## config.mk

```make
export PLATFORM = sky130hd
export DESIGN_NAME = btn_mmio
export DESIGN_NICKNAME = d
export VERILOG_FILES = /design/src/rtl/btn_mmio.sv
export SDC_FILE = /design/constraint.sdc
export NUM_CORES = 1
export LEC_CHECK = 0
export CAP_MARGIN = 0
export CORE_ASPECT_RATIO = 0.75
export CORE_UTILIZATION = 30
export CTS_CLUSTER_DIAMETER = 150
export DETAILED_ROUTE_END_ITERATION = 6
export GPL_ROUTABILITY_DRIVEN = 0
export HOLD_SLACK_MARGIN = 0.02
export PLACE_DENSITY = 0.62
export SLEW_MARGIN = 20
export SYNTH_ARGS = -nofsm -noshare
export SYNTH_HDL_FRONTEND = slang
export SYNTH_SLANG_ARGS = --single-unit
```

## constraint.sdc

```tcl
create_clock -name clk -period 5.4 [get_ports clk]
set_clock_uncertainty 0.05 [all_clocks]
set_input_delay 1.62 -clock clk [delete_from_list [all_inputs] [get_ports clk]]
set_output_delay 1.62 -clock clk [all_outputs]
set_load 0.05 [all_outputs]
```

## src/rtl/btn_mmio.sv

```systemverilog
// Memory-mapped push-button peripheral: synchronises and debounces five raw
// button pins, latches press/release events and exposes them on the CPU data bus.
module btn_mmio #(
    parameter logic [31:0] BASE_ADDR       = 32'h1000_0000,
    parameter int          DEBOUNCE_CYCLES = 500000,
    parameter int          CNT_W           = 20
) (
    input  logic        clk,
    input  logic        rst,
    input  logic [4:0]  btn,
    input  logic        enabler,
    input  logic        write_enabler,
    input  logic [31:0] addr,
    input  logic [3:0]  select,
    input  logic [31:0] data_input,
    output logic [31:0] data_output,
    output logic        irq
);

    localparam logic [CNT_W-1:0] CNT_LAST   = CNT_W'(DEBOUNCE_CYCLES - 1);
    localparam logic [12:0]      VALID_BITS = 13'h1F1F;

    logic [4:0]       sync1;
    logic [4:0]       s;
    logic [4:0]       state;
    logic [CNT_W-1:0] cnt [5];
    logic [4:0]       accept;
    logic [4:0]       press;
    logic [4:0]       rel;
    logic [2:0]       press_cnt;
    logic [12:0]      event_r;
    logic [12:0]      ctrl_r;
    logic [15:0]      count_r;
    logic             hit;
    logic             wr;
    logic             rd;
    logic [1:0]       reg_sel;
    logic [12:0]      lane_mask;
    logic [12:0]      ev_clr;
    logic [12:0]      ev_set;
    logic             cnt_clr;
    logic             unused_ok;

    assign hit       = (addr[31:4] == BASE_ADDR[31:4]);
    assign wr        = enabler && write_enabler && hit;
    assign rd        = enabler && !write_enabler && hit;
    assign reg_sel   = addr[3:2];
    assign lane_mask = {{5{select[1]}}, {8{select[0]}}} & VALID_BITS;
    assign ev_clr    = (wr && reg_sel == 2'd1) ? (data_input[12:0] & lane_mask) : 13'h0;
    assign ev_set    = {3'b000, rel, 3'b000, press};
    assign cnt_clr   = wr && (reg_sel == 2'd3) && (select != 4'b0000);
    assign unused_ok = &{1'b0, addr[1:0], data_input[31:13]};

    // A level change is accepted on the cycle its stability count completes.
    always_comb begin
        accept    = '0;
        press_cnt = '0;
        for (int i = 0; i < 5; i++) begin
            accept[i] = (s[i] != state[i]) && (cnt[i] == CNT_LAST);
        end
        press = accept & s;
        rel   = accept & ~s;
        for (int i = 0; i < 5; i++) begin
            press_cnt = press_cnt + {2'b00, press[i]};
        end
    end

    always_ff @(posedge clk or posedge rst) begin
        if (rst) begin
            sync1 <= '0;
            s     <= '0;
            state <= '0;
            for (int i = 0; i < 5; i++) begin
                cnt[i] <= '0;
            end
        end else begin
            sync1 <= btn;
            s     <= sync1;
            for (int i = 0; i < 5; i++) begin
                if (s[i] == state[i]) begin
                    cnt[i] <= '0;
                end else if (accept[i]) begin
                    state[i] <= s[i];
                    cnt[i]   <= '0;
                end else begin
                    cnt[i] <= cnt[i] + 1'b1;
                end
            end
        end
    end

    // New events are OR-ed in after the clear so a same-cycle set survives W1C.
    always_ff @(posedge clk or posedge rst) begin
        if (rst) begin
            event_r <= '0;
            ctrl_r  <= '0;
            count_r <= '0;
            irq     <= 1'b0;
        end else begin
            event_r <= (event_r & ~ev_clr) | ev_set;
            if (wr && reg_sel == 2'd2) begin
                ctrl_r <= (ctrl_r & ~lane_mask) | (data_input[12:0] & lane_mask);
            end
            count_r <= (cnt_clr ? 16'h0000 : count_r) + {13'h0000, press_cnt};
            irq     <= |(event_r & ctrl_r);
        end
    end

    always_comb begin
        data_output = 32'h0;
        if (rd) begin
            case (reg_sel)
                2'd0: data_output = {27'h0, state};
                2'd1: data_output = {19'h0, event_r};
                2'd2: data_output = {19'h0, ctrl_r};
                2'd3: data_output = {16'h0, count_r};
                default: data_output = 32'h0;
            endcase
        end
    end

endmodule

```

==> impl_metrics.tcl <==
set metrics [dict create \
    post_layout_nonfiller_instances 1218 \
    io_pins 110 \
    worst_slew_margin_rel_pct 39.8 \
    netlist_instances 779 \
    leakagePower_uw 0.00402 \
    max_clock_freq_mhz 190 \
    synth-warning-count 0 \
    synthDistinctLibCells 55 \
    grt_overflow 0 \
    grtUsageTotal_pct 14.4 \
    mappedNetlistArea_sq_um 7900 \
    layout.nets 951 \
    vias 6103 \
    part_of_the_total_power_dissipated_in_sequential_elements_pct 45.5 \
    tightestPinTransition_ps 903 \
    dp_worst_setup_slack_ps 28.3 \
    post-synth-top-count-cell "dfrtp_1" \
    outcome "completed" \
    worstSkewPairLatency_ps 430 \
    worst_ep_required_time_ps 3730 \
    power_density_nw_per_um2 260 \
    groute.layer.met2.usage_pct 21.9 \
    global_route_wire_length_before_repair_mm 30.7 \
    coreArea_sq_um 25900 \
    vias_in_the_first_global_route 5857 \
    synthesized_area_per_cell_sq_um 10.1 \
    switching_share_pct 23.6 \
    synth-seq-area-share_pct 48.2 \
    drtPass1Iterations 4 \
    floorplan.initialDensity_pct 30.5 \
    final_slew_violations 0 \
    totalNegativeSetupSlack_ps 0 \
    worst_ep_arrival_time_ps 3600 \
    numClockSinks 152 \
    cell_accounting_for_the_most_synthesized_area "dfrtp_1" \
    cts_tree "yes" \
    synth_edf_count 0 \
    netlist_top_cells_area "dfrtp_1 (48%), xor2_1 (5.5%), nor2_1 (4.1%)" \
    place.detailed.instances 1187 \
    horizontal_die_dimension_um 189 \
    maxCapViolCount 0 \
    dp_hpwl_mm 12.8 \
    max-vdd-ir-drop_mv 0.225 \
    design.die.area_sq_um 27000 \
    cts_inserted_buffers 17 \
    clockRootBuffer "clkbuf_16" \
    fin_crit_sh_pct 97.6 \
    n_diodes 0 \
    grtUsageMet3_pct 2.88 \
    number_of_cells_on_the_worst_reg_to_reg_path 13 \
    power.share.combinational_pct 5.9 \
    min_path_cells 0 \
    maximum_number_of_pins_on_one_net_before_global_route_repair 153 \
    avgRoutedWirePerCell_um 15.2 \
    drt-vias-per-instance 5.01 \
    clk_transition_reported_paths_ps 70 \
    most_used_routing_layer_in_global_routing "met2" \
    dieHeight_um 143 \
    grt_antenna_before_repair 0 \
    timing_worst_setup_path_type "primary input to output pin" \
    report.final.hold_viol_count 0 \
    power.internal_uw 1950 \
    worstHoldPathType "flip-flop to flip-flop" \
    power.clock.fraction_pct 48.6 \
    total_net_switching_power_uw 605 \
    io_buffer_count 69 \
    design_power_total_uw 2560 \
    end_kind "output pin" \
    critical_path.startpoint_type "primary input" \
    dpl_cell_area_sq_um 9180 \
    setup-violations-final 0 \
    synth_flop_cell "dfrtp_1" \
    yosys.area.top_type_share_pct 48.2 \
    final_critical_path_setup_slack_ps 128 \
    drt_iter0_markers 383 \
    synth-async-reset-ratio_pct 100 \
    met1_demand_to_capacity_share_in_global_routing_pct 20.8 \
    ys_seq_elements 152 \
    core.rowCount 51 \
    clock_path_buffers 2 \
    cts-htree-levels 4 \
    period_minus_slack_ps 5270 \
    drt.antenna.violating_nets 0 \
    layout-drive-gt1-share_pct 11.2 \
    area_growth_pct 24.4 \
    wirelength_mm 18.5 \
    critPathMaxFanout 11 \
    post-route-drc-count 0 \
    fin_area_sq_um 9820 \
    cts_setup_buffers 0 \
    yosys-top-cells-count "dfrtp_1 (152), nor2_1 (87), xor2_1 (50)" \
]
worst max-delay path: stages:
cell and delay, ps:
clkdlybuf4s50_1 400, nor4_1 320, nand4_1 180, or3_1 400
buf_4 200, nor3_1 200, buf_4 150, buf_12 120
what timing repair did:
action	4_1_cts	5_1_grt
hold buffers	0	0
hold endpoints to repair	0	0
gates resized for setup	0	5
setup endpoints to repair	0	7
cell families after synthesis:
family	after synthesis	synth area share (%)
flops	152	48.2
compound gates	103	8.62
fa+ha+maj	12	2.19
xor+xnor	77	8.54
other cells	1	0.0475
mux	23	3.99
simple gates	348	24.5
buf+inv	63	3.94
routing by layer:
| metal | up-vias | routed length [um] |
|---|---|---|
| met5 | - | 0 |
| met4 | 0 | 226 |
| met3 | 20 | 623 |
| met2 | 95 | 8410 |
| met1 | 3027 | 9240 |
| li1 | 2961 | - |
placed cells by master, fill, tap and decap left out, drive strengths merged, types with 9 or more instances in the layout:
cell           Yosys  routed
nor3              23      23
conb               1      16
dfrtp            152     152
nor2              87      87
nand3             38      38
or4               16      16
mux2              18      18
xor2              50      50
o31ai             25      25
a21oi             33      33
nand4             42      42
inv               23      27
xnor2             27      27
or3               25      25
nand2             46      46
and4              18      18
buf               29      36
nor4              14      14
clkbuf            11      19
ha                 9       9
clkdlybuf4s50      0      53
o21ai             22      22
and2              13      13
power by group through the flow:
stage / registers (uW) / clock network [uW] / logic, uW
after floorplan: 1180 / 0 / 92.3
after global placement: 1180 / 0 / 149
after detailed placement: 1190 / 0 / 150
final: 1160 / 1240 / 151
after global routing: 1170 / 1320 / 166
after CTS: 1160 / 1270 / 151
through the flow:
step / hold WS, ps / util (%)
after floorplan: 281 / -
after global placement: 285 / 35.4
after detailed placement: 286 / 35.4
after CTS: 301 / 37.8
after global routing: 311 / 37.9
final: 297 / 37.9
registers in the layout, indices dropped and copies added, names as in the netlist, named ones only:
signal / cells
s: 5
sync1: 5
state: 5
count_r: 16
event_r: 10
irq: 1
cnt: 100
layout make-up:
cell class	instances	area (sq um)
fillers	2570	16100
multi-input cells	579	3880
flip-flops and latches	152	3800
repair buffers	89	1010
clock buffers	19	443
well taps	344	430
clock inverters	12	164
inverters	23	90.1
path summary, 6_finish.rpt:
| check | from | to | slack, ps |
|---|---|---|---|
| max in group asynchronous | rst | cnt[19]$_DFF_PP0_ | 2910 |
| max | addr[15] | data_output[13] | 130 |
| min reg2reg | sync1[4]$_DFF_PP0_ | s[4]$_DFF_PP0_ | 300 |
| min | sync1[4]$_DFF_PP0_ | s[4]$_DFF_PP0_ | 300 |
| min in group asynchronous | rst | sync1[1]$_DFF_PP0_ | 1670 |
| max reg2reg | cnt[85]$_DFF_PP0_ | count_r[14]$_DFF_PP0_ | 980 |
Note: power is estimated with default switching activity, not from simulation.
